$ cat src/rtl/demux_deserializer.sv
// demux_deserializer: turns a 1-bit serial stream back into an N-bit registered word.
//   Addressed mode (auto_mode=0): each valid bit is written to out[select].
//   Frame mode (auto_mode=1): start opens a frame, then N valid bits are gathered
//   LSB-first into a shadow word and published to out in a single edge.
// Ports:
//   clk, rst       rising-edge clock, synchronous active-high reset
//   inp, in_valid  serial data bit and its qualifier
//   select         destination bit index (addressed mode)
//   auto_mode      mode select, sampled only in IDLE
//   start          begin or restart a frame
//   out            registered output word
//   out_valid      one-cycle pulse: out changed on the previous edge
//   busy           frame collection in progress
//   drop_err       sticky flag: a valid bit was discarded
module demux_deserializer #(
   parameter int unsigned N = 16,
   parameter int unsigned M = $clog2(N)
) (
   input  logic         clk,
   input  logic         rst,
   input  logic         inp,
   input  logic         in_valid,
   input  logic [M-1:0] select,
   input  logic         auto_mode,
   input  logic         start,
   output logic [N-1:0] out,
   output logic         out_valid,
   output logic         busy,
   output logic         drop_err
);

   localparam logic [0:0]   S_IDLE    = 1'b0;
   localparam logic [0:0]   S_COLLECT = 1'b1;
   localparam logic [M-1:0] LAST_IDX  = M'(N - 1);

   logic [0:0]   state_q,     state_d;
   logic [M-1:0] idx_q,       idx_d;
   logic [N-1:0] shadow_q,    shadow_d;
   logic [N-1:0] out_q,       out_d;
   logic         out_valid_q, out_valid_d;
   logic         busy_q,      busy_d;
   logic         drop_err_q,  drop_err_d;

   // State register
   always_ff @(posedge clk) begin
      if (rst) begin
         state_q     <= S_IDLE;
         idx_q       <= '0;
         shadow_q    <= '0;
         out_q       <= '0;
         out_valid_q <= 1'b0;
         busy_q      <= 1'b0;
         drop_err_q  <= 1'b0;
      end else begin
         state_q     <= state_d;
         idx_q       <= idx_d;
         shadow_q    <= shadow_d;
         out_q       <= out_d;
         out_valid_q <= out_valid_d;
         busy_q      <= busy_d;
         drop_err_q  <= drop_err_d;
      end
   end

   // Next-state and output logic
   always_comb begin
      state_d     = state_q;
      idx_d       = idx_q;
      shadow_d    = shadow_q;
      out_d       = out_q;
      out_valid_d = 1'b0;
      busy_d      = busy_q;
      drop_err_d  = drop_err_q;

      case (state_q)
         S_IDLE: begin
            if (!auto_mode) begin
               if (in_valid) begin
                  // Out-of-range select only exists when N is not a power of two
                  if (32'(select) < N) begin
                     out_d[select] = inp;
                     out_valid_d   = 1'b1;
                  end else begin
                     drop_err_d = 1'b1;
                  end
               end
            end else if (start) begin
               // Any bit arriving with start is not part of the frame
               state_d    = S_COLLECT;
               idx_d      = '0;
               shadow_d   = '0;
               drop_err_d = 1'b0;
               busy_d     = 1'b1;
            end else if (in_valid) begin
               drop_err_d = 1'b1;
            end
         end

         default: begin
            if (start) begin
               // Restart: the coincident bit is silently discarded
               idx_d    = '0;
               shadow_d = '0;
            end else if (in_valid) begin
               if (idx_q == LAST_IDX) begin
                  out_d         = shadow_q;
                  out_d[N-1]    = inp;
                  out_valid_d   = 1'b1;
                  busy_d        = 1'b0;
                  state_d       = S_IDLE;
                  idx_d         = '0;
               end else begin
                  shadow_d[idx_q] = inp;
                  idx_d           = idx_q + M'(1);
               end
            end
         end
      endcase
   end

   assign out       = out_q;
   assign out_valid = out_valid_q;
   assign busy      = busy_q;
   assign drop_err  = drop_err_q;

endmodule

$ cat config.mk
export PLATFORM = sky130hd
export DESIGN_NAME = demux_deserializer
export DESIGN_NICKNAME = d
export VERILOG_FILES = /design/src/rtl/demux_deserializer.sv
export SDC_FILE = /design/constraint.sdc
export NUM_CORES = 1
export LEC_CHECK = 0
export BUFFER_PORTS_ARGS = -buffer_cell sky130_fd_sc_hd__buf_2
export CAP_MARGIN = 20
export CORE_ASPECT_RATIO = 0.6
export CORE_MARGIN = 4
export CORE_UTILIZATION = 40
export DETAILED_ROUTE_END_ITERATION = 7
export GPL_ROUTABILITY_DRIVEN = 1
export SLEW_MARGIN = 20
export SYNTH_ARGS = -nofsm -noshare
export SYNTH_HDL_FRONTEND = slang
export SYNTH_SLANG_ARGS = --single-unit
$ cat constraint.sdc
create_clock -name clk -period 1.95 [get_ports clk]
set_input_delay 0.0975 -clock clk [delete_from_list [all_inputs] [get_ports clk]]
set_output_delay 0.0975 -clock clk [all_outputs]
set_load 0.01 [all_outputs]
==> metrics <==
Inst Count DP 358; Max clock buf depth 2; vias around 2100; hpwl dp 3924 um; final std cells w/o fill 365; EDFF count, synth 0; final hold slack 0.09416 ns; worst reg2reg path startpoint state_q; core area 5105 um^2; vias in the first global route around 1700; Die Ht roughly 65 um; fin. max-slew vios 0; setup total negative slack 0 ns; synthesized area per cell 7.985 um^2; R2R setup slack 0.14 ns; initial antenna violation count 0; synthesized net count 284; cell-internal power 1.144 mW; post-synth cell types 32; CP delay by family, top simple AND/OR/NAND/NOR gates; fraction of layout cells with a size suffix above 1 roughly 20%; total chip power between 1.5 and 2 mW; Layout area overhead 15.55%; startpoint types flop; switching part of the total power 26.69%; final worst slack 0.1406 ns; Post-CTS Repair Setup Buffers 0; Max rail drop VDD approximately 0.00026 V; design area 2464 um^2; TritonCTS Sinks 39; Final min period about 1.8 ns; Crit path depth 6; r2r endpoint shadow_q[13]; CP peak stage delay between 0.4 and 0.5 ns; vias per std cell about 5.6; RSZ-0062 raised after global routing no; port buffer count 28; Slew headroom around 57%; DR WL/cell 14.71 um; Yosys reg bits 39; std cell rows 20; Async SR Flop Fraction 0%; global-route total usage across every layer approximately 17%; status completed; H-Tree Depth 2; TritonCTS clock tree yes; type of the worst min-delay path input pin to flop; critical hold path startpoint start; Worst Hold Endpoint drop_err; crit-path cells inv_1 -> ha_1 -> nor3_1 -> buf_4 -> nand4_1 -> o32ai_1; post-synthesis sequential area ratio 36.62%; pre-CTS WS 0.2077 ns; gr ovfl total 0; Critical Path Fanout Max 7; final setup violation count 0; worst-skew pair later-pin latency 0.29 ns; largest net degree at the start of global routing 37; clock power share 36.0%; f_max between 500 and 600 MHz; hold depth 2; Psw 0.4167 mW; Gate power share around 12%; worst setup path class flop to flop; cell depth of the worst flop-to-flop path 6; CP required roughly 2.2 ns; die area 6600 um^2; most frequent cells in the layout 39 x dfxtp_1, 34 x nand2_1, 31 x nand3_1; Worst setup EP type flop; # diodes 0; power share of the sequential group a little over 50%; TritonCTS Buffers 5; Worst-Margin Slew about 0.65 ns; Antenna Nets Post-Route 0; Clock Skews roughly 0.005 ns; clock-pin slew on the worst setup and hold paths around 0.08 ns; Initial DRC Count between 200 and 250; MaxCap Viol Count 0; fin util between 40% and 50%; leakage 0.8697 nW; Yosys warnings 0; final worst-path cycle share 92.79%; commonest non-fill, non-tap cell in the layout dfxtp_1; Final Hold Vio Count 0; I/O pin total 29; slowest CP cell dfxtp_1; global-route wire length before repair approximately 8700 um; WL final about 5400 um; Post-CTS Resized 0; post-synthesis cell count 267; worst path buffer plus inverter count 2; DRT Pass-1 Iters 5; nets@finish between 300 and 400; global placement routability congestion between 0.8 and 0.9; Data arrival, critical path roughly 2.0 ns; CTS Hold Buffers Added 0; ys flop type dfxtp_1; Mapped Area between 2000 and 2500 um^2; Starting Density about two fifths; clock root buffer clkbuf_8; Post-DP Area 2376 um^2; drc violations 0; Die Width about 100 um; PD cells 633.7 nW/um^2
routing by layer:
layer	vias to the layer above	GRT usage, %	part of all wire (%)
li1	1030	-	-
met4	0	4.255	0.91
met5	-	0	0
met1	950	27.41	55
met2	67	20.79	38
met3	8	4.086	5.9
kinds of logic (layout without fill, tap and decap cells):
logic type / Yosys count / in the layout / share of synthesized area (%)
and+or+nand+nor: 108 / 108 / 25.82
AOI/OAI and AO/OA: 75 / 75 / 25.41
buffers and inverters: 36 / 68 / 7.101
DFF: 39 / 39 / 36.62
adders and majority gates: 7 / 7 / 4.108
muxes: 2 / 2 / 0.9390
power groups by stage:
stage	registers, mW	clock network (mW)	logic (mW)
2_1_floorplan	0.831	0	0.120
5_1_grt	0.810	0.618	0.208
4_1_cts	0.809	0.579	0.188
3_3_place_gp	0.828	0	0.187
3_5_place_dp	0.828	0	0.187
6_report	0.809	0.561	0.191
worst reg2reg max path, delay by kind of cell (launching register included):
| family | cells | cell delay [ns] |
|---|---|---|
| AO/OA/AOI/OAI | 1 | 0.21 |
| adder cells (fa/ha/maj) | 1 | 0.24 |
| buffers and inverters | 2 | 0.32 |
| flip-flops | 1 | 0.47 |
| AND/OR/NAND/NOR | 2 | 0.48 |
synthesized netlist by cell type (2+ instances only):
| library cell | n | area share, % |
|---|---|---|
| nor2b_1 | 7 | 2.1 |
| nor2_1 | 10 | 1.8 |
| and2_1 | 2 | 0.59 |
| ha_1 | 7 | 4.1 |
| or3_1 | 2 | 0.59 |
| nand3_1 | 31 | 7.3 |
| clkbuf_1 | 7 | 1.2 |
| inv_1 | 20 | 3.5 |
| buf_2 | 4 | 0.94 |
| nand4_1 | 10 | 2.9 |
| buf_1 | 3 | 0.53 |
| nand2_1 | 34 | 6.0 |
| dfxtp_1 | 39 | 37 |
| a22o_1 | 15 | 6.2 |
| o32ai_1 | 15 | 6.2 |
| a21oi_2 | 10 | 4.1 |
| a21oi_1 | 28 | 6.6 |
| o21ai_0 | 3 | 0.70 |
| nand2b_1 | 5 | 1.5 |
| mux2i_1 | 2 | 0.94 |
| nand4b_1 | 2 | 0.82 |
cell type report:
cell class	count	area, um^2
multi-input cells	192	1200
well taps	66	82.58
clock buffers	6	82.58
clock inverters	1	5.005
repair buffers	41	237.7
flip-flops and latches	39	780.7
inverters	20	75.07
fillers	543	2641
worst max path at each step:
stage | end | start | slack [ns]
after floorplan | shadow_q[10] | idx_q[0] | 0.11
after global placement | shadow_q[4] | state_q | 0.22
after detailed placement | shadow_q[1] | idx_q[1] | 0.21
after CTS | shadow_q[1] | state_q | 0.19
after global routing | shadow_q[13] | state_q | 0.07
final | shadow_q[13] | state_q | 0.14
sequential cells by signal, indices dropped and copies added (netlist names):
name,count
out,16
drop_err,1
shadow_q,15
idx_q,4
busy,1
out_valid,1
state_q,1
No activity file was read; power rests on OpenSTA's default activity.
